--- src/rtl/sample_timer_if.sv ---
// Control/status bundle between the sample timer and its controller.
// The master side drives the strobes and run configuration; the timer is the slave.
interface sample_timer_if #(
  parameter int CNT_W  = 17,
  parameter int WRAP_W = 8
);
  logic              enable_i;
  logic              sample_i;
  logic              start_i;
  logic              stop_i;
  logic              mode_i;
  logic [CNT_W-1:0]  limit_i;
  logic [CNT_W-1:0]  count_o;
  logic              busy_o;
  logic              done_o;
  logic              wrap_o;
  logic [WRAP_W-1:0] wraps_o;

  modport master (
    output enable_i, sample_i, start_i, stop_i, mode_i, limit_i,
    input  count_o, busy_o, done_o, wrap_o, wraps_o
  );

  modport slave (
    input  enable_i, sample_i, start_i, stop_i, mode_i, limit_i,
    output count_o, busy_o, done_o, wrap_o, wraps_o
  );
endinterface

--- src/rtl/sample_timer.sv ---
// Recording-duration timer: counts qualified deserializer sample strobes up to a
// programmable limit, in one-shot (DONE) or continuous (wrap pulse) mode.
module sample_timer #(
  parameter int CNT_W         = 17,
  parameter int DEFAULT_LIMIT = 125000,
  parameter int WRAP_W        = 8
) (
  input  logic           clk,
  input  logic           reset_n,
  sample_timer_if.slave  bus
);

  if (DEFAULT_LIMIT < 1 || DEFAULT_LIMIT > (2**CNT_W) - 1) begin : g_bad_default
    $error("DEFAULT_LIMIT must be nonzero and fit in CNT_W bits");
  end

  typedef enum logic [1:0] {
    S_IDLE = 2'd0,
    S_RUN  = 2'd1,
    S_DONE = 2'd2
  } state_e;

  state_e            state_q, state_d;
  logic [CNT_W-1:0]  count_q, count_d;
  logic [CNT_W-1:0]  limit_q, limit_d;
  logic              mode_q,  mode_d;
  logic              done_q,  done_d;
  logic              wrap_q,  wrap_d;
  logic [WRAP_W-1:0] wraps_q, wraps_d;

  logic              qual;
  logic              terminal;

  // limit_q is never zero once a run is armed, so limit_q-1 is the last count value.
  assign qual     = (state_q == S_RUN) && bus.sample_i && bus.enable_i;
  assign terminal = (count_q == (limit_q - CNT_W'(1)));

  always_comb begin
    state_d = state_q;
    count_d = count_q;
    limit_d = limit_q;
    mode_d  = mode_q;
    done_d  = done_q;
    wrap_d  = 1'b0;
    wraps_d = wraps_q;

    if (bus.stop_i) begin
      state_d = S_IDLE;
      count_d = '0;
      wraps_d = '0;
      done_d  = 1'b0;
    end else if (bus.start_i) begin
      // A sample arriving with start is dropped: the new run begins at zero.
      state_d = S_RUN;
      limit_d = (bus.limit_i == '0) ? CNT_W'(DEFAULT_LIMIT) : bus.limit_i;
      mode_d  = bus.mode_i;
      count_d = '0;
      wraps_d = '0;
      done_d  = 1'b0;
    end else if (qual) begin
      if (terminal) begin
        count_d = '0;
        if (mode_q) begin
          wrap_d = 1'b1;
          if (wraps_q != '1) wraps_d = wraps_q + WRAP_W'(1);
        end else begin
          done_d  = 1'b1;
          state_d = S_DONE;
        end
      end else begin
        count_d = count_q + CNT_W'(1);
      end
    end
  end

  always_ff @(posedge clk) begin
    if (!reset_n) begin
      state_q <= S_IDLE;
      count_q <= '0;
      limit_q <= '0;
      mode_q  <= 1'b0;
      done_q  <= 1'b0;
      wrap_q  <= 1'b0;
      wraps_q <= '0;
    end else begin
      state_q <= state_d;
      count_q <= count_d;
      limit_q <= limit_d;
      mode_q  <= mode_d;
      done_q  <= done_d;
      wrap_q  <= wrap_d;
      wraps_q <= wraps_d;
    end
  end

  assign bus.count_o = count_q;
  assign bus.busy_o  = (state_q == S_RUN);
  assign bus.done_o  = done_q;
  assign bus.wrap_o  = wrap_q;
  assign bus.wraps_o = wraps_q;

endmodule

--- src/flat_wrapper.sv ---
// flat-port wrapper written by rule: the top's interface ports become plain ports
module sample_timer_flat 
#(
  parameter int CNT_W         = 17,
  parameter int DEFAULT_LIMIT = 125000,
  parameter int WRAP_W        = 8
)
  (clk, reset_n, bus_enable_i, bus_sample_i, bus_start_i, bus_stop_i, bus_mode_i, bus_limit_i, bus_count_o, bus_busy_o, bus_done_o, bus_wrap_o, bus_wraps_o);
  sample_timer_if #(.CNT_W(CNT_W), .WRAP_W(WRAP_W)) bus_i ();
  input  logic clk;
  input  logic reset_n;
  input wire logic [$bits(bus_i.enable_i)-1:0] bus_enable_i;
  input wire logic [$bits(bus_i.sample_i)-1:0] bus_sample_i;
  input wire logic [$bits(bus_i.start_i)-1:0] bus_start_i;
  input wire logic [$bits(bus_i.stop_i)-1:0] bus_stop_i;
  input wire logic [$bits(bus_i.mode_i)-1:0] bus_mode_i;
  input wire logic [$bits(bus_i.limit_i)-1:0] bus_limit_i;
  output wire logic [$bits(bus_i.count_o)-1:0] bus_count_o;
  output wire logic [$bits(bus_i.busy_o)-1:0] bus_busy_o;
  output wire logic [$bits(bus_i.done_o)-1:0] bus_done_o;
  output wire logic [$bits(bus_i.wrap_o)-1:0] bus_wrap_o;
  output wire logic [$bits(bus_i.wraps_o)-1:0] bus_wraps_o;
  assign bus_i.enable_i = bus_enable_i;
  assign bus_i.sample_i = bus_sample_i;
  assign bus_i.start_i = bus_start_i;
  assign bus_i.stop_i = bus_stop_i;
  assign bus_i.mode_i = bus_mode_i;
  assign bus_i.limit_i = bus_limit_i;
  assign bus_count_o = bus_i.count_o;
  assign bus_busy_o = bus_i.busy_o;
  assign bus_done_o = bus_i.done_o;
  assign bus_wrap_o = bus_i.wrap_o;
  assign bus_wraps_o = bus_i.wraps_o;
  sample_timer #(.CNT_W(CNT_W), .DEFAULT_LIMIT(DEFAULT_LIMIT), .WRAP_W(WRAP_W)) u_core (.clk(clk), .reset_n(reset_n), .bus(bus_i));
endmodule
--- config.mk ---
export PLATFORM = sky130hd
export DESIGN_NAME = sample_timer_flat
export DESIGN_NICKNAME = d
export VERILOG_FILES = /design/src/rtl/sample_timer_if.sv /design/src/rtl/sample_timer.sv /design/src/flat_wrapper.sv
export SDC_FILE = /design/constraint.sdc
export NUM_CORES = 1
export LEC_CHECK = 0
export ABC_CLOCK_PERIOD_IN_PS = 3890
export CAP_MARGIN = 20
export CORE_MARGIN = 2
export CORE_UTILIZATION = 51
export DETAILED_ROUTE_END_ITERATION = 12
export PLACE_DENSITY = 0.88
export SLEW_MARGIN = 10
export SYNTH_ARGS = -nofsm -noshare
export SYNTH_HDL_FRONTEND = slang
export SYNTH_SLANG_ARGS = --single-unit
--- constraint.sdc ---
create_clock -name clk -period 3.89 [get_ports clk]
set_input_delay 0.9725 -clock clk [delete_from_list [all_inputs] [get_ports clk]]
set_output_delay 0.9725 -clock clk [all_outputs]
set_load 0.05 [all_outputs]
==> flow_summary.yaml, run 1 <==
clock_tree:
  htree_levels: 2
  cts_tree: "built"
  cts_max_path_buffers: 2
  root_buffer: "clkbuf_8"
  cts-resized-gates: 0
  cts_made_buffers: 5
  postCtsHoldBufs: 0
  path_clk_slew_ps: 80
  clock_latency_ps: 300
  postCtsSetupBuffers: 0
  cts.sinks: 46
place:
  gp_congestion: 0.855
  dpl.hpwl_um: 4460
  placed_area_sq_um: 3100
  dp.cells: 409
  io_buffers: 51
synthesis:
  ys_ff_latch: 46
  syn-cell-area_sq_um: 2580
  synth_warnings: 0
  synthTopCellsByCount: "46 x dfxtp_1, 33 x nand2_1, 26 x xor2_1, 21 x nor2_1, 14 x nand3_1"
  async_reset_ff_share_pct: 0
  synth_top_area_cell: "dfxtp_1"
  synth_edf_count: 0
  synthTopCellsByArea: "dfxtp_1 36%, xor2_1 8.8%, nand2_1 4.8%"
  synth.most_common_cell: "dfxtp_1"
  ys.flop_type: "dfxtp_1"
  syn_nets: 333
  ys_seq_area_share_pct: 35.7
  syn-mean-instance-area_sq_um: 8.42
  ys_types: 50
  synthesis.instances: 306
  synth_top_area_share_pct: 35.7
sta:
  slew_violations: 0
  tns_ps: 0
  worstMarginPinSlew_ps: 742
  rsz0062_at_grt: "false"
  skew_ps: 2.19
  hold_viol: 0
  relSlewSlack_pct: 49.8
  fmax_mhz: 307
  fin_crit_ps: 3260
  timing.final.crit_share_pct: 83.7
  setup_viol: 0
floorplanning:
  core_sq_um: 4790
  initial_core_util_pct: 53.9
  die_h_um: 75.1
  dieArea_sq_um: 5640
  io_pins: 52
  num_rows: 25
  die_w_um: 75.1
setup_path:
  crit_type: "register to register"
  path_depth: 9
  cp_max_fo: 14
  crit_family: "simple AND/OR/NAND/NOR gates"
  crit_path_cell_trace: "inv_1 -> ha_1 -> nor4b_1 -> nand3_1 -> o31a_1 -> nor4_1 -> nand4_2 -> or4_1 -> a21oi_1"
  cp-end-kind: "register"
  worstPathBufferInverterCount: 1
  rr_worst_depth: 9
  arrival_ps: 3490
  worstPathRequired_ps: 4120
  cp_slowest_cell: "nor4b_1"
  slowest_delay_ps: 650
  worst_setup_path_start_kind: "register"
final_layout:
  fin_area_sq_um: 3190
  syn_to_final_growth_pct: 23.9
  final_cells: 417
  drive_gt1_share_pct: 6.29
  antenna_cells: 0
  final_nets: 376
  nFillCells: 408
grt:
  grt_antenna_before_repair: 0
  grt_pass1_wl_um: 9900
  grt_pass1_vias: 2101
  grt-ovfl-total: 0
  grt.total_usage_pct: 22.7
  grt_start_max_net_pins: 20
hold_path:
  holdPathStages: 2
  hold_class: "register to register"
routing:
  num_vias: 2378
  drc_errors: 0
  wl_um: 5860
  via_per_inst: 5.70
  drtAntennaViolNets: 0
  routedWlPerCell_um: 14.1
  first_pass_iters: 4
  first_iter_violations: 97
pwr:
  power_density_nw_per_um2: 296
  irDropWorstVdd_mv: 0.239
  p_leak_nw: 1.14
status:
  status: "finished, final reports clean"
run:
  cap_violations: 0
worst register-to-register path, delay by kind of cell (launching register included):
family	cells	cell delay, ps
DFF	1	370
and+or+nand+nor	5	1960
AOI/OAI and AO/OA	2	480
buffers and inverters	1	80
adders and majority gates	1	300
power by group:
group          switching [mW]  total, mW  leakage, nW  internal (mW)
combinational          0.0770      0.151        0.723         0.0738
clock                   0.155      0.299       0.0482          0.143
sequential             0.0167      0.498        0.373          0.481
per-layer routing:
metal,vias to the layer above,routed length [um],global-route usage (%)
li1,1193,-,-
met1,1115,2650,31.1
met2,61,2840,35.6
met3,9,281,4.69
met4,0,98,7.74
met5,-,0,0
metrics by stage:
| step | total power, mW | hold slack, ps | utilization (%) | worst slack [ps] |
|---|---|---|---|---|
| after CTS | 0.948 | 510 | 66.7 | 694 |
| after global placement | 0.653 | 483 | 64.8 | 675 |
| after floorplan | 0.608 | 454 | - | 1090 |
| after global routing | 0.982 | 541 | 66.7 | 358 |
| final | 0.947 | 517 | 66.7 | 633 |
| after detailed placement | 0.656 | 498 | 64.8 | 590 |
cells in the final DEF (no fill, tap or decap), types with 4 or more instances in the layout:
cell type / instances
a21oi_1: 11
or4_1: 4
clkdlybuf4s50_1: 51
xor2_1: 26
clkbuf_8: 6
nand4_1: 9
nor4_1: 9
o21ai_0: 11
nor3_1: 11
nor2b_1: 6
nand2b_1: 4
o221a_2: 6
dfxtp_1: 46
a21boi_0: 12
inv_1: 4
o31ai_1: 4
nor2_1: 21
nand3_1: 14
and3_1: 9
nand2_1: 33
or3_1: 6
xnor2_1: 9
final cells by class:
type                            count  area (sq um)  area share (%)
Sequential cell                    46           921            28.8
Multi-Input combinational cell    239          1560            48.8
Inverter                            4          15.0           0.470
Clock buffer                        7          86.3            2.70
Tap cell                           67          83.8            2.62
Clock inverter                      1          5.00           0.157
Timing Repair Buffer               53           526            16.5
cell families (layout without fill, tap and decap cells):
family / Yosys count / in the layout / synth area share, %
buffers and inverters: 21 / 65 / 3.83
DFF: 46 / 46 / 35.7
xor gates and xnor gates: 35 / 35 / 11.9
muxes: 2 / 2 / 0.777
adders and majority gates: 3 / 3 / 1.46
AOI/OAI and AO/OA: 59 / 59 / 17.3
and+or+nand+nor: 140 / 140 / 29.0
path summary, 6_finish.rpt:
path	startpoint	endpoint	slack [ps]
max	u_core.limit_q[0]	u_core.bus.wraps_o[6]	630
min	u_core.bus.wraps_o[5]	u_core.bus.wraps_o[5]	520
max reg2reg	u_core.limit_q[0]	u_core.bus.wraps_o[6]	630
min reg2reg	u_core.bus.wraps_o[5]	u_core.bus.wraps_o[5]	520
state kept, by name, summed over array words and instances (netlist names):
register            flops
u_core.bus.count_o     17
u_core.limit_q         17
u_core.bus.wraps_o      8
u_core.bus.done_o       1
u_core.bus.wrap_o       1
u_core.mode_q           1
u_core.state_q          1
(Power assumes the default switching activity.)
==> run 2, diff against run 1 <==
- ABC_CLOCK_PERIOD_IN_PS: 3890 -> 3000
- clock period: 3.89 -> 3 ns (I/O delays scaled with it)
==> run 2 against run 1 <==
  * Sequential share of layout area down 1.2 points
  * Highest routed layer unchanged
  * Fmax up 13%
  * Critical endpoint unchanged
  * Register-to-register slack worse by 520 ps
  * Worst hold slack better by 6.4 ps
==> flow_summary.yaml, run 2 (synthesis gave the netlist of run 1 again) <==
status:
  status: "finished, final reports clean"
setup_path:
  crit_path_cell_trace: "or4_1 -> or4_1 -> a22o_1 -> a211oi_2 -> nand4_4 -> or4_1 -> a21oi_1"
  cp_slowest_cell: "or4_1"
  cp_common_cell: "or4_1"
  worstPathRequired_ps: 3230
  arrival_ps: 3120
  worst_setup_path_start_kind: "register"
  crit_type: "register to register"
  cp-end-kind: "register"
  worst-r2r-setup-slack_ps: 110
  cp_max_fo: 13
  slowest_delay_ps: 510
sta:
  tns_ps: 0
  relSlewSlack_pct: 58.2
  slew_violations: 0
  fmax_mhz: 346
  fin_crit_ps: 2890
  setup_viol: 0
  worstMarginPinSlew_ps: 622
  timing.final.crit_share_pct: 96.4
  skew_ps: 2.13
  hold_viol: 0
final_layout:
  antenna_cells: 0
  postLayoutCoreUtil_pct: 69.8
  layout_commonest_cell: "clkdlybuf4s50_1"
  final_cell_mix: "51 x clkdlybuf4s50_1, 46 x dfxtp_1, 33 x nand2_1, 26 x xor2_1, 21 x nor2_1"
  syn_to_final_growth_pct: 29.5
  drive_gt1_share_pct: 10.7
  final_nets: 390
grt:
  grt_start_max_net_pins: 19
  grt_pass1_wl_um: 10100
  grt.total_usage_pct: 23.1
  grt_pass1_vias: 2187
  grt_antenna_before_repair: 0
  grt-ovfl-total: 0
clock_tree:
  htree_levels: 2
  root_buffer: "clkbuf_8"
  clock_latency_ps: 300
  path_clk_slew_ps: 80
  cts.sinks: 46
  postCtsHoldBufs: 0
  cts_max_path_buffers: 2
  cts_made_buffers: 5
  cts_tree: "built"
floorplanning:
  die_w_um: 75.1
  initial_core_util_pct: 53.9
  dieArea_sq_um: 5640
  core_sq_um: 4790
  die_h_um: 75.1
  num_rows: 25
  io_pins: 52
pwr:
  p_leak_nw: 1.23
  p_sw_mw: 0.335
  power_frac_seq_pct: 48.9
  clkPwrFrac_pct: 34.2
  comb_power_share_pct: 17.0
  p_sw_share_pct: 25.5
  irDropWorstVdd_mv: 0.360
  power_density_nw_per_um2: 393
  p_int_mw: 0.977
hold_path:
  hold_class: "register to register"
routing:
  first_pass_iters: 4
  routedWlPerCell_um: 14.1
  wl_um: 6080
  via_per_inst: 5.70
  first_iter_violations: 142
  num_vias: 2456
  drc_errors: 0
  drtAntennaViolNets: 0
place:
  dpl.hpwl_um: 4590
  io_buffers: 51
  gp_congestion: 0.958
run:
  cap_violations: 0
run 2: timing repair:
action                     in CTS  in global routing
gates resized for setup         0                  3
buffers inserted                0                  2
hold endpoints to repair        0                  0
setup endpoints to repair       0                  6
run 2: worst max-delay path: cells and delay by family, from the launching register on:
kind               cells  cell delay, ps
and+or+nand+nor        4            1730
DFF                    1             360
AOI/OAI and AO/OA      3             730
run 2: per-layer routing:
layer | global-route usage [%] | vias up | share of wire, %
met1 | 31.5 | 1143 | 46
met5 | 0 | - | 0
met4 | 6.35 | 0 | 1.3
met2 | 37.6 | 78 | 48
li1 | - | 1227 | -
met3 | 4.15 | 8 | 5.0
run 2: area by class of cell:
| cell class | instances | area (sq um) |
|---|---|---|
| Multi-Input combinational cell | 239 | 1580 |
| Fill cell | 375 | 1450 |
| Sequential cell | 46 | 921 |
| Timing Repair Buffer | 67 | 631 |
| Tap cell | 67 | 83.8 |
| Clock buffer | 5 | 68.8 |
| Clock inverter | 3 | 40.0 |
| Inverter | 4 | 15.0 |
run 2: worst paths after layout:
kind / start / to / depth (start not counted)
worst min register to register: u_core.bus.wraps_o[7] / u_core.bus.wraps_o[7] / 2
worst max-delay path: u_core.limit_q[4] / u_core.bus.wraps_o[6] / 7
worst min-delay path: u_core.bus.wraps_o[7] / u_core.bus.wraps_o[7] / 2
worst max register to register: u_core.limit_q[4] / u_core.bus.wraps_o[6] / 7
run 2: power by group through the flow:
stage	Sequential, mW	Clock [mW]	Combinational [mW]
finish	0.641	0.448	0.223
global route	0.643	0.480	0.241
CTS	0.640	0.457	0.215
detailed placement	0.655	0	0.213
global placement	0.654	0	0.207
floorplan	0.649	0	0.139
run 2: per-stage QoR:
stage                     worst slack [ps]  total power, mW  area [sq um]  hold slack (ps)  cells
after floorplan                        197            0.788          2580              454    306
after global placement                 189            0.861          3190              474    421
after detailed placement              78.9            0.867          3190              501    421
after CTS                             42.7             1.31          3300              512    429
after global routing                 -2.65             1.36          3340              533    431
final                                  109             1.31          3340              523    431
